**config.mk**
```make
export PLATFORM = sky130hd
export DESIGN_NAME = demultiplexer_1to8_deser
export DESIGN_NICKNAME = d
export VERILOG_FILES = /design/src/rtl/demultiplexer_1to8_deser_pkg.sv /design/src/rtl/demux_1to8_dec.sv /design/src/rtl/demultiplexer_1to8_deser.sv
export SDC_FILE = /design/constraint.sdc
export NUM_CORES = 1
export LEC_CHECK = 0
export BUFFER_PORTS_ARGS = -buffer_cell sky130_fd_sc_hd__buf_2
export CORE_AREA = 5 5 52 54
export CTS_BUF_LIST = sky130_fd_sc_hd__clkbuf_2 sky130_fd_sc_hd__clkbuf_4 sky130_fd_sc_hd__clkbuf_8
export DETAILED_ROUTE_END_ITERATION = 10
export DIE_AREA = 0 0 57 59
export GPL_TIMING_DRIVEN = 0
export SLEW_MARGIN = 25
export SYNTH_ARGS = -nofsm -noshare
export SYNTH_HDL_FRONTEND = slang
export SYNTH_HIERARCHICAL = 1
export SYNTH_SLANG_ARGS = --single-unit
```
**constraint.sdc**
```tcl
create_clock -name clk -period 2.5 [get_ports clk]
set_clock_uncertainty 0.1 [all_clocks]
set_input_delay 0.375 -clock clk [delete_from_list [all_inputs] [get_ports clk]]
set_output_delay 0.375 -clock clk [all_outputs]
set_load 0.01 [all_outputs]
```
**src/rtl/demultiplexer_1to8_deser_pkg.sv**
```systemverilog
// Shared types and widths for the 1-to-8 serial-to-parallel receiver.
// The receiver's three states and the word/index widths live here.
package demultiplexer_1to8_deser_pkg;

    localparam int WORD_W = 8;
    localparam int IDX_W  = 3;

    typedef enum logic [1:0] {
        IDLE    = 2'd0,
        COLLECT = 2'd1,
        FULL    = 2'd2
    } state_t;

endpackage

```
**src/rtl/demux_1to8_dec.sv**
```systemverilog
// Combinational 3-to-8 one-hot write-enable decoder.
// When en is low, all enables are low.
module demux_1to8_dec
    import demultiplexer_1to8_deser_pkg::*;
(
    input  logic [IDX_W-1:0]  sel,
    input  logic              en,
    output logic [WORD_W-1:0] onehot
);

    always_comb begin
        onehot      = '0;
        onehot[sel] = en;
    end

endmodule

```
**src/rtl/demultiplexer_1to8_deser.sv**
```systemverilog
// 1-to-8 deserializer: steers serial bits into an 8-bit word register.
// It holds each completed word until the consumer takes it.
module demultiplexer_1to8_deser
    import demultiplexer_1to8_deser_pkg::*;
#(
    parameter int MSB_FIRST = 0
) (
    input  logic              clk,
    input  logic              rst_n,
    input  logic              din,
    input  logic              din_valid,
    input  logic              clear,
    output logic [WORD_W-1:0] dout,
    output logic              dout_valid,
    input  logic              dout_ready,
    output logic [IDX_W-1:0]  bit_index,
    output logic              busy,
    output logic              overflow
);

    state_t              state_q, state_d;
    logic [IDX_W-1:0]    idx_q, idx_d;
    logic [WORD_W-1:0]   word_q, word_d;
    logic                ovf_q, ovf_d;
    logic                accept;
    logic [IDX_W-1:0]    dec_sel;
    logic [WORD_W-1:0]   wr_en;

    // MSB-first order writes position 7-k, which is the bitwise inverse of k.
    assign dec_sel = (MSB_FIRST != 0) ? ~idx_q : idx_q;

    demux_1to8_dec u_dec (
        .sel    (dec_sel),
        .en     (accept),
        .onehot (wr_en)
    );

    always_comb begin
        state_d = state_q;
        idx_d   = idx_q;
        ovf_d   = ovf_q;
        accept  = 1'b0;
        case (state_q)
            IDLE: begin
                if (clear) begin
                    idx_d = '0;
                end else if (din_valid) begin
                    accept  = 1'b1;
                    idx_d   = IDX_W'(1);
                    state_d = COLLECT;
                end
            end
            COLLECT: begin
                if (clear) begin
                    idx_d   = '0;
                    state_d = IDLE;
                end else if (din_valid) begin
                    accept = 1'b1;
                    if (idx_q == IDX_W'(WORD_W - 1)) begin
                        idx_d   = '0;
                        state_d = FULL;
                    end else begin
                        idx_d = idx_q + IDX_W'(1);
                    end
                end
            end
            FULL: begin
                // A bit arriving during the release becomes bit 0 of the next word.
                if (dout_ready) begin
                    if (din_valid && !clear) begin
                        accept  = 1'b1;
                        idx_d   = IDX_W'(1);
                        state_d = COLLECT;
                    end else begin
                        idx_d   = '0;
                        state_d = IDLE;
                    end
                end else if (din_valid && !clear) begin
                    ovf_d = 1'b1;
                end
            end
            default: begin
                idx_d   = '0;
                state_d = IDLE;
            end
        endcase
    end

    // Unwritten positions keep their old contents.
    always_comb begin
        word_d = (word_q & ~wr_en) | (wr_en & {WORD_W{din}});
    end

    always_ff @(posedge clk or negedge rst_n) begin
        if (!rst_n) begin
            state_q <= IDLE;
            idx_q   <= '0;
            word_q  <= '0;
            ovf_q   <= 1'b0;
        end else begin
            state_q <= state_d;
            idx_q   <= idx_d;
            word_q  <= word_d;
            ovf_q   <= ovf_d;
        end
    end

    assign dout       = word_q;
    assign dout_valid = (state_q == FULL);
    assign busy       = (state_q == COLLECT);
    assign bit_index  = idx_q;
    assign overflow   = ovf_q;

endmodule

```
After elaboration in Yosys (flattened, before gate mapping)
Cells that the tools add are included.
Word-level totals
  flip-flop bits (word level): 14
  bits of input ports: 6
  output and inout bits: 14
Cells by class
  add/sub/neg operators: 1
  $lt $le $gt $ge: 2
  equality and inequality tests: 9
  mux-type cells: 23
  bitwise gates (word level): 6
  reductions and logical operators: 8
Operators with widths (number)
  $and A8 B8 Y8: 3
  $mux W3: 6
  $mux W2: 6
  $pmux W3 S3: 1
  $not A8 Y8: 1
  $or A8 B8 Y8: 1
  $mux W1: 7
  $ne A3 B3 Y1 const B: 2
  $pmux W2 S3: 1
  $reduce_and A3 Y1: 2
  $reduce_and A5 Y1: 1
  $lt A3 B4 Y1 const B: 1
  $ne A2 B2 Y1 const B: 2
  $add A3 B1 Y3 const B: 1
  $demux W1 S3: 1
  $eq A3 B3 Y1 const B: 1
  $ge A3 B1 Y1 const B: 1
  $ne A3 B2 Y1 const B: 1
  $eq A2 B1 Y1 const B: 1
  $eq A2 B2 Y1 const B: 1
  $logic_and A1 B1 Y1: 2
  $logic_not A2 Y1: 1
  $ne A2 B1 Y1 const B: 1
  $pmux W1 S2: 1
  other kinds (3): 3

Logic depth before layout (Yosys ltp)
Gate-level depths: netlist of run 1.
  word-level depth: 9
  mapped depth: 5
  gate-level depth less buffers: 5

Modules after synthesis
The synthesis of run 1 kept the hierarchy.
Modules (own cells, without submodules)
  demultiplexer_1to8_deser: instances 1, cells each 46, area each 638.1 um^2, seq. area each 350.3 um^2
  demux_1to8_dec: instances 1, cells each 8, area each 96.3 um^2, seq. area each 0.0 um^2

Least setup slack after synthesis of run 1
OpenSTA, ideal clock, no wires.
  path kind: input-to-reg
  start point: input port din_valid
  end point: register with a tool-made name
  arrival: 1.583 ns
  path slack: 0.693 ns
  stages: 4
  path buffers: 0
  cell sequence: nor2b_1 -> a21boi_0 -> nor4b_2 -> mux2_2
RTL lines
  start, declared: RTL line demultiplexer_1to8_deser.sv:11  | input logic din_valid,

==> impl_metrics.yaml, run 1 <==
synth:
  synth_largest_area_cell: "dfrtp_1"
  yosysTopAreaCellShare_pct: 47.7
  netlist_instances: 54
  synth_fp_nets: 62
  synth.area.top_cells: "dfrtp_1, mux2_2, and4bb_2"
  ys_types: 24
  syn_avg_cell_area_um2: 13.6
  syn_area_um2: 734
  ys_warn_count: 6
  yosysSeqAreaShare_pct: 47.7
  yosys_register_bits: 14
worst_setup_path:
  critPathBufInv: 0
  end_kind: "flip-flop"
  crit_chain: "nand2b_1 > a21boi_0 > nor4b_2 > mux2_2"
  r2r-start: "state_q[0]"
  critPathMaxFanout: 8
  cp.required_ns: 2.57
  cp_slowest_stage_delay_ns: 0.57
  crit_slowest_cell: "a21boi_0"
  crit_type: "flip-flop to flip-flop"
  critPathLaunchType: "flip-flop"
  worstPathArrival_ns: 2.18
  ff2ff_path_depth: 4
  cpLargestDelayFamily: "compound AO/OA/AOI/OAI gates"
  rrSetupSlack_ns: 0.38
detailed_routing:
  drtPass1Iterations: 3
  drt_iter0_markers: 9
  remaining_drc_errors: 0
  via_per_inst: 5.04
  ant_nets: 0
  wl_um: 1380
  vias: 534
  wl_per_cell_um: 13.1
sta:
  fin_tns_setup_ns: 0
  fin_crit_ns: 2.12
  maxSlewViolCount: 0
  period_share_pct: 84.6
  max_slew_margin_pct: 52.7
  setup_violations: 0
  grt_setup_unrepaired: "no"
  max_freq_ghz: 0.473
  hold_violations: 0
  tightest_slew_ns: 0.703
finish:
  final_common_cell: "buf_2"
  drive_gt1_share_pct: 55.1
  area_growth_pct: 24.0
  n_antenna_cell: 0
  final_cell_mix: "buf_2, dfrtp_1, mux2_2"
  nets: 87
grt:
  grt_use_total_pct: 9.61
  grt_max_degree: 15
  grt_pass1_wl_um: 2490
  grt_antenna_before_repair: 0
  grt_overflow: 0
  grt_pass1_vias: 575
hold_path:
  hold_start: "clear"
  whs_endpoint: "state_q[0]"
  hold_depth: 2
  hold_path_class: "primary input to flip-flop"
clock_tree:
  path_clk_slew_ns: 0.08
  clock_path_buffers: 2
  cts.repair.resized: 0
  post_cts_buffers: 0
  clock_sinks: 14
  clock-root-buffer: "clkbuf_4"
  clock_latency_ns: 0.28
  cts_hold_buf: 1
  cts_tree: "built"
  htree_levels: 1
  cts_buffers: 3
job:
  max-cap-violations: 0
placed_design:
  port_buffers: 19
  dp.final_hpwl_um: 1050
  gp_congestion: 0.796
power_and_ir_drop:
  peakVddDrop_mv: 0.210
  p_leak_nw: 0.485
  p_per_area_nw_per_um2: 535
  total_power_mw: 0.487
die:
  die_w_um: 57
  dieArea_um2: 3360
  ios: 20
  start_util_pct: 33.9
  die_y_um: 59
  core.rowCount: 17
  core-area_um2: 2170
outcome:
  status: "complete, no violations"
[synth_stat cells (all sizes together)]
library cell  instances
nor2                  1
a31o                  1
ha                    2
nand2                 1
nor3                  2
dfrtp                14
o31ai                 1
a21boi                1
a21oi                 1
and4bb                3
nor4b                 1
mux2                 10
and4                  1
and3b                 2
and2b                 1
nand3b                1
and4b                 3
a21o                  1
o21ai                 1
mux2i                 1
nand2b                1
nor3b                 1
nor2b                 3
[cell families after synthesis]
family | Yosys count | synth area share (%)
and+or+nand+nor | 21 | 26.6
muxes | 11 | 16.7
adders and majority gates | 2 | 3.41
DFF | 14 | 47.7
AOI/OAI and AO/OA | 6 | 5.62
[metal layers]
| layer | up-vias | global-route usage [%] | routed length, µm |
|---|---|---|---|
| met4 | 0 | 5.96 | 30 |
| met5 | - | 0 | 0 |
| met1 | 252 | 12.3 | 646 |
| met3 | 4 | 3.49 | 112 |
| li1 | 260 | - | - |
| met2 | 18 | 13.7 | 594 |
[where the power goes]
group / internal (mW) / switching, mW / total, mW
clock: 0.0885 / 0.0733 / 0.162
combinational: 0.0353 / 0.0338 / 0.0691
sequential: 0.243 / 0.0135 / 0.256
[per-stage QoR]
step | area (µm²) | std cells | hold slack [ns] | setup WS (ns) | utilization, %
4_1_cts | 911 | 106 | 0.195 | 0.379 | 42.0
2_1_floorplan | 734 | 54 | -0.0206 | 0.693 | -
3_3_place_gp | 865 | 101 | 0.195 | 0.246 | 39.9
3_5_place_dp | 865 | 101 | 0.193 | 0.204 | 39.9
5_1_grt | 911 | 106 | 0.197 | 0.231 | 42.0
6_report | 911 | 106 | 0.206 | 0.384 | 42.0
[worst max path at each step]
stage | cells past startpoint | slack, ns | startpoint | endpoint
floorplan | 4 | 0.69 | din_valid | flip-flop
global placement | 5 | 0.25 | clear | flip-flop
detailed placement | 5 | 0.20 | clear | flip-flop
CTS | 4 | 0.38 | state_q[0] | flip-flop
global route | 4 | 0.23 | state_q[0] | flip-flop
finish | 4 | 0.38 | state_q[0] | flip-flop
[final cells by class]
class / count / area, µm²
Clock buffer: 4 / 36.3
Fill cell: 219 / 1260
Multi-Input combinational cell: 40 / 384
Sequential cell: 14 / 350
Tap cell: 28 / 35.0
Timing Repair Buffer: 20 / 105
[worst reg2reg max path, cell delays in order, from the launching register on]
cell and delay, ns:
dfrtp_1 0.47, nand2b_1 0.17, a21boi_0 0.57, nor4b_2 0.34
mux2_2 0.36
Power figures use the tool's default switching activity.
==> run 2: changes to the inputs <==
==> constraint.sdc (replaced) <==
create_clock -name clk -period 2.14 [get_ports clk]
set_clock_uncertainty 0.1 [all_clocks]
set_input_delay 0.321 -clock clk [delete_from_list [all_inputs] [get_ports clk]]
set_output_delay 0.321 -clock clk [all_outputs]
set_load 0.01 [all_outputs]
==> run 2 against run 1 <==
Count of clock-buffer cells in the layout unchanged. Critical path type unchanged. Maximum frequency increased by 10%. Register-to-register slack lost 0.16 ns. Non-clock buffer count unchanged. Largest power group unchanged.
==> impl_metrics.yaml, run 2 (synthesis results as in run 1) <==
outcome:
  status: "complete, no violations"
sta:
  setup_violations: 0
  max_freq_ghz: 0.522
  grt_setup_unrepaired: "no"
  hold-worst-slack_ns: 0.152
  fin_tns_setup_ns: 0
  maxSlewViolCount: 0
  max_slew_margin_pct: 68.8
  period_share_pct: 89.5
  tightest_slew_ns: 0.468
  hold_violations: 0
  fin_crit_ns: 1.92
  setup_ws_ns: 0.224
die:
  core.rowCount: 17
  start_util_pct: 33.9
  dieArea_um2: 3360
  die_y_um: 59
  core-area_um2: 2170
  die_w_um: 57
  ios: 20
finish:
  area_growth_pct: 24.0
  utilization_pct: 42.0
  fin_area_um2: 911
  n_antenna_cell: 0
  final_cell_mix: "buf_2, dfrtp_1, mux2_2"
  final_common_cell: "buf_2"
  drive_gt1_share_pct: 55.1
  nets: 87
grt:
  grt_max_degree: 15
  grt_antenna_before_repair: 0
  grt_use_met1_pct: 12.3
  grt_use_total_pct: 9.61
  use_met3_pct: 3.49
  grt-busiest-layer: "met2"
  grt_pass1_vias: 575
  grt_overflow: 0
  met2_usage_pct: 13.7
  grt_pass1_wl_um: 2490
clock_tree:
  clock-root-buffer: "clkbuf_4"
  htree_levels: 1
  cts_buffers: 3
  clock_path_buffers: 2
  cts_tree: "built"
  path_clk_slew_ns: 0.08
  clock_latency_ns: 0.28
  clock_sinks: 14
placed_design:
  gp_congestion: 0.796
  dp.final_hpwl_um: 1050
  port_buffers: 19
  place_area_um2: 865
  place_ws_ns: -0.102
worst_setup_path:
  crit_type: "flip-flop to flip-flop"
  worstPathArrival_ns: 1.99
  crit_slowest_cell: "dfrtp_1"
  critPathMaxFanout: 8
  cp_num_cells: 4
  ff2ff_path_depth: 4
  crit_chain: "nand2b_1 > a21boi_1 > nor4b_2 > mux2_2"
  critPathBufInv: 0
  cp_slowest_stage_delay_ns: 0.47
  rrSetupSlack_ns: 0.22
  cp.required_ns: 2.21
  end_kind: "flip-flop"
  r2r-start: "state_q[0]"
  cpLargestDelayFamily: "simple AND/OR/NAND/NOR gates"
  critPathLaunchType: "flip-flop"
power_and_ir_drop:
  clock_power_share_pct: 33.2
  power_frac_seq_pct: 52.6
  swShare_pct: 24.7
  p_per_area_nw_per_um2: 625
  power_frac_comb_pct: 14.2
  peakVddDrop_mv: 0.246
  p_leak_nw: 0.486
  p_int_mw: 0.429
  power.switching_mw: 0.141
detailed_routing:
  wl_per_cell_um: 13.0
  drt_iter0_markers: 8
  drtPass1Iterations: 3
  via_per_inst: 5.04
  ant_nets: 0
  remaining_drc_errors: 0
  wl_um: 1380
  vias: 534
job:
  max-cap-violations: 0
hold_path:
  whs_endpoint: "state_q[0]"
  hold_path_class: "primary input to flip-flop"
  hold_start: "clear"
  hold_depth: 2
[run 2: cell type report]
| type | count | area (µm²) |
|---|---|---|
| well taps | 28 | 35.0 |
| clock buffers | 4 | 36.3 |
| repair buffers | 20 | 105 |
| fillers | 219 | 1260 |
| flip-flops and latches | 14 | 350 |
| multi-input cells | 40 | 384 |
[run 2: how the worst max path moves through the flow]
stage / from / endpoint
global route: state_q[0] / flip-flop
detailed placement: clear / flip-flop
finish: state_q[0] / flip-flop
floorplan: state_q[0] / flip-flop
CTS: state_q[0] / flip-flop
global placement: clear / flip-flop
[run 2: power by group through the flow]
stage	Clock, mW	Combinational (mW)	Sequential (mW)
2_1_floorplan	0	0.0330	0.313
3_3_place_gp	0	0.0807	0.305
3_5_place_dp	0	0.0815	0.306
4_1_cts	0.198	0.0830	0.300
5_1_grt	0.210	0.0913	0.304
6_report	0.189	0.0809	0.299
[run 2: routing by layer]
layer | wire length, µm | vias up
met5 | 0 | -
met4 | 30 | 0
met3 | 112 | 4
met2 | 594 | 18
met1 | 645 | 252
li1 | - | 260
[run 2: timing repair]
| item | CTS | global route |
|---|---|---|
| hold buffers | 1 | 0 |
| endpoints found under the hold margin | 14 | 0 |
| resized for setup | 0 | 1 |
| setup buffers | 0 | 0 |
| setup endpoints to repair | 0 | 8 |
[run 2: through the flow]
step / std cells / power (mW)
global route: 106 / 0.605
global placement: 101 / 0.386
CTS: 106 / 0.581
floorplan: 54 / 0.346
finish: 106 / 0.569
detailed placement: 101 / 0.387
